$ cat config.mk
export PLATFORM = sky130hd
export DESIGN_NAME = pipe_start_sched
export DESIGN_NICKNAME = d
export VERILOG_FILES = /design/src/rtl/pipe_start_sched.sv
export SDC_FILE = /design/constraint.sdc
export NUM_CORES = 1
export LEC_CHECK = 0
export ABC_AREA = 1
export CORE_MARGIN = 4
export CORE_UTILIZATION = 55
export CTS_BUF_LIST = sky130_fd_sc_hd__clkbuf_4 sky130_fd_sc_hd__clkbuf_8 sky130_fd_sc_hd__clkbuf_16
export CTS_CLUSTER_DIAMETER = 30
export DETAILED_ROUTE_END_ITERATION = 12
export GPL_ROUTABILITY_DRIVEN = 0
export PLACE_DENSITY = 0.74
export SYNTH_ARGS = -nofsm -noshare
export SYNTH_HDL_FRONTEND = slang
export SYNTH_SLANG_ARGS = --single-unit
$ cat constraint.sdc
create_clock -name clk -period 2.82 [get_ports clk]
set_input_delay 0.564 -clock clk [delete_from_list [all_inputs] [get_ports clk]]
set_output_delay 0.564 -clock clk [all_outputs]
set_load 0.05 [all_outputs]
$ cat src/rtl/pipe_start_sched.sv
// rtl/pipe_start_sched.sv - fixed-latency start scheduler for the TE->TC control chain
// Optional BX sequence checker enabled by defining PIPE_START_SCHED_BXCHK_EN.
module pipe_start_sched #(
    parameter int BXW   = 3,
    parameter int DEPTH = 4,
    parameter int CNTW  = 10
) (
    input  logic                     clk,
    input  logic                     reset,
    input  logic                     en,
    input  logic [CNTW-1:0]          delay,
    input  logic                     done_in,
    input  logic [BXW-1:0]           bx_in,
    input  logic                     ready_in,
    output logic                     start_out,
    output logic [BXW-1:0]           bx_out,
    output logic [$clog2(DEPTH):0]   pending,
    output logic                     overflow,
    output logic                     bx_err
);

    localparam int AW = $clog2(DEPTH);
    localparam logic [AW:0] OCC_FULL = (AW+1)'(DEPTH);

    logic [BXW-1:0]  r_bx  [DEPTH];
    logic [CNTW-1:0] r_cnt [DEPTH];
    logic [DEPTH-1:0] r_vld;
    logic [AW-1:0]   r_wr;
    logic [AW-1:0]   r_rd;
    logic [AW:0]     r_occ;
    logic [CNTW-1:0] r_delay;
    logic            r_start;
    logic [BXW-1:0]  r_bx_out;
    logic            r_ovf;

    logic w_push_req;
    logic w_pop;
    logic w_full;
    logic w_push;
    logic w_drop;

    assign w_push_req = en & done_in;
    assign w_pop      = (r_occ != '0) && (r_cnt[r_rd] == '0) && ready_in;
    assign w_full     = (r_occ == OCC_FULL);
    // A pop frees the head slot on the same edge, so a full queue can still accept.
    assign w_push     = w_push_req & (~w_full | w_pop);
    assign w_drop     = w_push_req & w_full & ~w_pop;

    always_ff @(posedge clk or posedge reset) begin
        if (reset) begin
            for (int i = 0; i < DEPTH; i++) begin
                r_bx[i]  <= '0;
                r_cnt[i] <= '0;
            end
            r_vld <= '0;
        end else begin
            for (int i = 0; i < DEPTH; i++) begin
                if (w_push && (r_wr == AW'(i))) begin
                    r_bx[i]  <= bx_in;
                    r_cnt[i] <= r_delay;
                    r_vld[i] <= 1'b1;
                end else begin
                    if (w_pop && (r_rd == AW'(i)))
                        r_vld[i] <= 1'b0;
                    if (r_vld[i] && (r_cnt[i] != '0))
                        r_cnt[i] <= r_cnt[i] - 1'b1;
                end
            end
        end
    end

    always_ff @(posedge clk or posedge reset) begin
        if (reset) begin
            r_wr     <= '0;
            r_rd     <= '0;
            r_occ    <= '0;
            r_delay  <= '0;
            r_start  <= 1'b0;
            r_bx_out <= '0;
            r_ovf    <= 1'b0;
        end else begin
            if (w_push)
                r_wr <= r_wr + 1'b1;
            if (w_pop) begin
                r_rd     <= r_rd + 1'b1;
                r_bx_out <= r_bx[r_rd];
            end
            r_start <= w_pop;
            if (w_push && !w_pop)
                r_occ <= r_occ + 1'b1;
            else if (!w_push && w_pop)
                r_occ <= r_occ - 1'b1;
            // Latency is only re-sampled while idle so queued events share one delay.
            if ((r_occ == '0) && !w_push_req)
                r_delay <= delay;
            if (w_drop)
                r_ovf <= 1'b1;
        end
    end

`ifdef PIPE_START_SCHED_BXCHK_EN
    logic [BXW-1:0] r_bx_last;
    logic           r_bx_seen;
    logic           r_bx_err;

    always_ff @(posedge clk or posedge reset) begin
        if (reset) begin
            r_bx_last <= '0;
            r_bx_seen <= 1'b0;
            r_bx_err  <= 1'b0;
        end else if (w_push) begin
            r_bx_last <= bx_in;
            r_bx_seen <= 1'b1;
            if (r_bx_seen && (bx_in != BXW'(r_bx_last + 1'b1)))
                r_bx_err <= 1'b1;
        end
    end

    assign bx_err = r_bx_err;
`else
    assign bx_err = 1'b0;
`endif

    assign start_out = r_start;
    assign bx_out    = r_bx_out;
    assign pending   = r_occ;
    assign overflow  = r_ovf;

endmodule

==> summary.txt, run 1 <==
Htree depth = 3
DRC errors left = 0
Pwr dens = 1186 nW/µm²
Pin count of the biggest net entering global routing = 48
Area Overhead vs Synth = 9.925%
Top delay family on crit path = simple AND/OR/NAND/NOR gates
Critical path data arrival time = 2.75 ns
Max Freq = 397.1 MHz
Final setup fails = 0
TNS Setup = 0 ns
Post-synthesis compound-gate area fraction = 5.040%
Fin crit period = 2.518 ns
Final WS setup = 0.3018 ns
Syn Std Cell Area = 4841 µm²
Top Ports = 27
Gr ovfl total = 0
Setup slack, reg-to-reg = 0.30 ns
Fillers = 724
PostCTS Resize Cnt = 0
Worst r2r path cells = 15
Multiplexer area fraction after synthesis = 1.551%
# Max-Cap Violations = 0
Vias in the first global route = 3796
Clk slew on worst S/H paths = 0.08 ns
Fraction of layout cells with a size suffix above 1 = 9.231%
Pwr Total = 6310 µW
Sequential power share = 34.5%
Net Sw Power = 2954 µW
Core box area = 8382 µm²
Layout Cells excl Fill = 755
Worst Hold Class = in2async
Combinational power share = 50.5%
Initial antenna violation count = 0
Req. time, crit path = 3.06 ns
Post-synthesis register bit count = 78
Worst path max stage delay = 0.47 ns
Avg WL per Cell = 14.16 µm
Vias = 4084
Antenna Nets Post-Route = 0
Post-Synth Simple-Gate Area = 34.84%
Die height = 101.8 µm
Final count of hold timing violations = 0
Register area share after synthesis = 40.32%
Cts bufs inserted = 9
CP startpoint kind = register
Crit path buf inv count = 3
Die Wd = 101.8 µm
Clock buffer depth = 2
Kind of critical path = reg2reg
Outcome = finished, final reports clean
Largest family of logic cells by synthesized area = simple AND/OR/NAND/NOR gates
Number of DRC markers in iteration 0 = 286
Worst-path fanout max = 8
Initial core utilization = 57.75%
Area post-placement = 5100 µm²
First-pass GRT wire length = 18200 µm
Worst VDD drop = 0.6992 mV
Xor/xnor share of the synthesized area = 5.247%
Adder-Cell Fraction of Synth Area = 3.774%
Pins over their slew limit = 0
Worst path cell trace = inv_2, nand2_1, nor2_1, nand2_1, nand3_2, nand3_4, nand2_8, nand2_1, inv_2, ha_1, inv_1, fa_1, a21oi_1, o21ai_0, xor2_1
Placed cell count = 739
Final period utilization = 89.30%
RR Endpoint = pending[2]
Crit path top cell by count = nand2_1
Hold-fix buffers, CTS = 0
Full die area = 10370 µm²
CP max-delay cell = dfrtp_1
Avg Vias per Cell = 5.409
Clk Latency, worst-skew pair = 0.35 ns
Net count after synthesis = 658
Sw Share = 46.81%
Relative slew slack = 55.77%
Worst-Margin Slew = 0.6616 ns
Total GRT Usage = 22.23%
DRT Pass-1 Iters = 7
RR Startpoint = r_rd[0]
# Post-CTS Setup Buffers = 0
Post-route cell area = 5321 µm²
Synth Area per Inst = 7.733 µm²
Final HPWL DP = 7666 µm
Yosys cell types = 36
Worst Setup End Kind = register
Clock network fraction of total power = 15.0%
CTS tree = built
Root Buffer = clkbuf_8
Synthesis Warnings = 0
Pre-CTS setup slack = 0.05694 ns
N_diodes = 0
Int Pwr = 3357 µW
Cell Rows = 33
Final Skew = 0.008264 ns
Static Leak = 0.002739 µW
DRT Wirelength = 10690 µm
Final net count = 677
Clock sinks = 78
RSZ-0062 raised after global routing = no
Gate Count Post-Synth = 626
Number of I/O port buffers = 25
-- layer usage --
| metal | global-route usage (%) | vias to the layer above | wire length [µm] |
|---|---|---|---|
| met1 | 32.50 | 1938 | 5094 |
| met5 | 0 | - | 0 |
| met2 | 35.21 | 77 | 5108 |
| met4 | 6.458 | 0 | 148 |
| li1 | - | 2056 | - |
| met3 | 2.526 | 13 | 337 |
-- stage by stage --
| stage | hold slack (ns) | util [%] |
|---|---|---|
| 4_1_cts | 0.4863 | 63.49 |
| 3_5_place_dp | 0.4618 | 60.84 |
| 6_report | 0.4862 | 63.49 |
| 3_3_place_gp | 0.4605 | 60.84 |
| 2_1_floorplan | 0.4436 | - |
| 5_1_grt | 0.5053 | 63.49 |
-- synth_stat cells --
master,n,share of area [%]
buf_2,8,0.83
a31oi_1,1,0.13
o21bai_1,1,0.16
o21ai_0,21,2.2
buf_8,1,0.31
xnor2_1,6,1.1
nand3_4,5,1.8
nor2_4,1,0.23
nand2_8,1,0.41
a21oi_1,17,1.8
nand2_1,190,15
or2_1,1,0.13
buf_4,3,0.47
nand3_2,4,0.83
buf_1,3,0.23
nor3_1,7,0.72
mux2_2,4,0.93
mux2i_1,3,0.62
conb_1,1,0.077
inv_2,3,0.23
nand4_1,39,5.0
dfrtp_1,78,40
nor2_1,46,3.6
inv_1,59,4.6
nand3_1,55,5.7
buf_12,1,0.41
buf_6,8,1.9
nor2_2,6,0.78
clkbuf_1,3,0.23
fa_1,1,0.41
o21ai_1,3,0.31
o21ai_2,2,0.36
or2_2,7,0.90
a21boi_0,1,0.16
xor2_1,23,4.2
ha_1,13,3.4
-- cells in the final DEF, fill, tap and decap left out --
cell | netlist | routed
nand2_1 | 190 | 190
dfrtp_1 | 78 | 78
inv_1 | 59 | 58
nand3_1 | 55 | 55
nor2_1 | 46 | 46
nand4_1 | 39 | 39
clkdlybuf4s50_1 | 0 | 25
xor2_1 | 23 | 23
o21ai_0 | 21 | 21
a21oi_1 | 17 | 17
ha_1 | 13 | 13
clkbuf_8 | 0 | 9
buf_4 | 3 | 9
nor3_1 | 7 | 7
or2_2 | 7 | 7
nor2_2 | 6 | 6
xnor2_1 | 6 | 6
nand3_4 | 5 | 5
nand3_2 | 4 | 4
inv_2 | 3 | 4
mux2_2 | 4 | 4
mux2i_1 | 3 | 3
o21ai_1 | 3 | 3
o21ai_2 | 2 | 2
clkinvlp_4 | 0 | 2
bufinv_16 | 0 | 2
or2_1 | 1 | 1
nor2_4 | 1 | 1
a21boi_0 | 1 | 1
nand2_8 | 1 | 1
a31oi_1 | 1 | 1
o21bai_1 | 1 | 1
fa_1 | 1 | 1
conb_1 | 1 | 1
inv_6 | 0 | 1
clkinv_4 | 0 | 1
clkinv_2 | 0 | 1
buf_12 | 1 | 1
-- layout make-up --
class,count,area [µm²],area share (%)
multi-input combinational,459,2446,45.97
sequential,78,1952,36.68
timing repair buffer,35,337.8,6.348
inverter,62,232.7,4.373
tap,105,131.4,2.469
clock buffer,9,123.9,2.328
clock inverter,7,97.59,1.834
-- kinds of logic (layout without fill, tap and decap cells) --
logic type / after synthesis / after routing
AO/OA/AOI/OAI: 46 / 46
XOR/XNOR: 29 / 29
adder cells (fa/ha/maj): 14 / 14
buffers and inverters: 89 / 113
flip-flops: 78 / 78
multiplexers: 7 / 7
other: 1 / 1
AND/OR/NAND/NOR: 362 / 362
-- how the worst max path moves through the flow --
stage	start	to	slack [ns]	cells past startpoint
detailed placement	ready_in	pending[2]	0.06	13
global placement	ready_in	pending[2]	0.11	13
floorplan	pending[0]	pending[2]	0.05	13
CTS	r_rd[0]	pending[2]	0.31	15
finish	r_rd[0]	pending[2]	0.30	15
global route	r_rd[0]	pending[2]	0.17	15
-- power groups by stage --
stage                     clock (µW)  sequential [µW]  combinational, µW
final                            946             2180               3180
after global routing             999             2260               3640
after CTS                        956             2170               3190
after detailed placement           0             2180               3170
after global placement             0             2160               3070
after floorplan                    0             2240               2430
-- sequential cells by signal, indices dropped and copies added (netlist names), 2 cells and up --
register and cells:
r_bx 12, r_delay 10, r_rd 2, r_vld 4
bx_out 3, r_wr 2, pending 3, r_cnt 40
(Power assumes the default switching activity.)
==> run 2: changes to the inputs <==
- GPL_TIMING_DRIVEN: default -> 0
- SLEW_MARGIN: default -> 10
==> run 2 against run 1 <==
  * Power grew 1.5%
  * Count of clock-buffer cells in the layout is the same
  * Clock skew grew 0.0064 ns
  * Clock power shrank 8.1%
  * Critical path depth shrank 3
  * Routed wire length grew 6.5%
  * Flip-flop and latch count is the same
  * Sequential power is essentially flat
  * Register-to-register slack lost 0.08 ns
  * Critical path type is now in2reg
  * Critical endpoint unchanged
  * Largest cell class unchanged
  * Highest routed layer unchanged
==> summary.txt, run 2 (synthesis results as in run 1) <==
First-pass GRT wire length = 19100 µm
DRC errors left = 0
Clock sinks = 78
DRT Wirelength = 11390 µm
Hold-fix buffers, CTS = 0
Max Freq = 380.9 MHz
Pin count of the biggest net entering global routing = 65
Cell Rows = 33
Fin crit period = 2.625 ns
Worst r2r path cells = 16
Most common cell after layout, fill and taps aside = nand2_1
Clock buffer depth = 2
Clk slew on worst S/H paths = 0.09 ns
# Max-Cap Violations = 0
Post-route cell area = 5488 µm²
Final HPWL DP = 8406 µm
Cts bufs inserted = 9
N_diodes = 0
Setup slack, reg-to-reg = 0.22 ns
Worst Setup EP = pending[2]
Initial antenna violation count = 0
Layout Cells excl Fill = 776
Final WS setup = 0.1950 ns
CP startpoint kind = input port
Kind of critical path = in2reg
Fraction of layout cells with a size suffix above 1 = 11.92%
Critical path data arrival time = 2.88 ns
Clk Latency, worst-skew pair = 0.38 ns
Hold WS = 0.4553 ns
Placed cell count = 757
Avg Vias per Cell = 5.387
Avg WL per Cell = 14.67 µm
CP max-delay cell = clkdlybuf4s50_1
Die Wd = 101.8 µm
Die height = 101.8 µm
Number of DRC markers in iteration 0 = 211
RSZ-0062 raised after global routing = no
Worst setup path start = en
Most frequent cells in the layout = 190 x nand2_1, 77 x dfrtp_1, 58 x inv_1
Worst VDD drop = 0.7608 mV
Area Overhead vs Synth = 13.36%
Static Leak = 0.002831 µW
Core box area = 8382 µm²
Total GRT Usage = 23.76%
Worst Hold Class = in2async
Final period utilization = 93.09%
Pre-CTS setup slack = -0.6015 ns
Final Skew = 0.01469 ns
TNS Setup = 0 ns
Number of flip-flops in the largest register = 40
Final setup fails = 0
Outcome = finished, final reports clean
Htree depth = 3
Req. time, crit path = 3.07 ns
Worst-Margin Slew = 0.6100 ns
RR Endpoint = pending[2]
Gr ovfl total = 0
Vias = 4180
Relative slew slack = 59.02%
Final net count = 698
Pins over their slew limit = 0
Worst path cell trace = clkdlybuf4s50_1, nand2_1, inv_1, buf_2, nand2_1, inv_2, ha_1, inv_1, fa_2, a21oi_2, o21ai_1, xor2_1
Vias in the first global route = 3943
Full die area = 10370 µm²
Number of I/O port buffers = 25
Most flops, register = r_cnt
Pwr dens = 1167 nW/µm²
Largest regs = r_cnt: 40 flops, r_bx: 12 flops, r_delay: 10 flops
RR Startpoint = r_cnt[25]
Antenna Nets Post-Route = 0
Worst-path fanout max = 10
Final count of hold timing violations = 0
Worst path max stage delay = 0.45 ns
CTS tree = built
Area post-placement = 5253 µm²
DRT Pass-1 Iters = 4
Initial core utilization = 57.75%
Worst Setup End Kind = register
Root Buffer = clkbuf_8
Top Ports = 27
run 2: changes by cell type in the layout (fill, tap and decap cells not counted), moves of 2 or more:
cell and delta:
buf_2 +8, inv_2 -2, nor2_2 +2, inv_4 +2
nor2_1 -2, buf_6 +8, clkbuf_1 +3, buf_4 -3
buf_1 +3
run 2: how the worst min path moves through the flow:
| stage | startpoint | end | slack, ns | cells past startpoint |
|---|---|---|---|---|
| 6_report | reset | r_cnt[17] | 0.46 | 2 |
| 3_5_place_dp | r_bx[4] | r_bx[4] | 0.46 | 2 |
| 5_1_grt | reset | r_cnt[17] | 0.46 | 2 |
| 4_1_cts | reset | r_cnt[16] | 0.46 | 2 |
| 2_1_floorplan | r_bx[10] | r_bx[10] | 0.44 | 2 |
| 3_3_place_gp | r_bx[4] | r_bx[4] | 0.46 | 2 |
run 2: worst max-delay path: cells and delay by family:
| family | cells | cell delay (ns) |
|---|---|---|
| simple gates | 2 | 0.21 |
| compound gates | 2 | 0.25 |
| xor+xnor | 1 | 0.15 |
| buf+inv | 5 | 1.20 |
| fa+ha+maj | 2 | 0.50 |
run 2: metrics by stage:
| stage | power [µW] | util [%] |
|---|---|---|
| 2_1_floorplan | 4669 | - |
| 3_3_place_gp | 5337 | 62.31 |
| 3_5_place_dp | 5482 | 62.67 |
| 4_1_cts | 6375 | 65.25 |
| 5_1_grt | 6974 | 65.47 |
| 6_report | 6406 | 65.47 |
run 2: final cells by class:
type                    instances  area, µm²
plain buffers                  27      210.2
clock buffers                   9      123.9
flip-flops and latches         78       1953
multi-input cells             459       2457
repair buffers                 29      300.3
well taps                     105      131.4
inverters                      62      237.7
fillers                       722       2894
clock inverters                 7      73.82
run 2: power breakdown:
part / total, µW / switching (µW) / internal, µW
Clock: 869 / 457 / 412
Sequential: 2190 / 521 / 1670
Combinational: 3350 / 2050 / 1300
Total: 6410 / 3030 / 3380
run 2: repair_timing:
item | 4_1_cts | 5_1_grt
pin swaps | 1 | 1
endpoints found under the setup margin | 1 | 1
gates resized for setup | 3 | 5
gates cloned | 0 | 0
buffers inserted | 2 | 1
run 2: metal layers:
metal	share of wire (%)	vias up	track usage, %
met2	47	95	38.13
met1	47	1965	33.45
li1	-	2104	-
met3	4.3	16	3.891
met4	1.9	0	6.963
met5	0	-	0
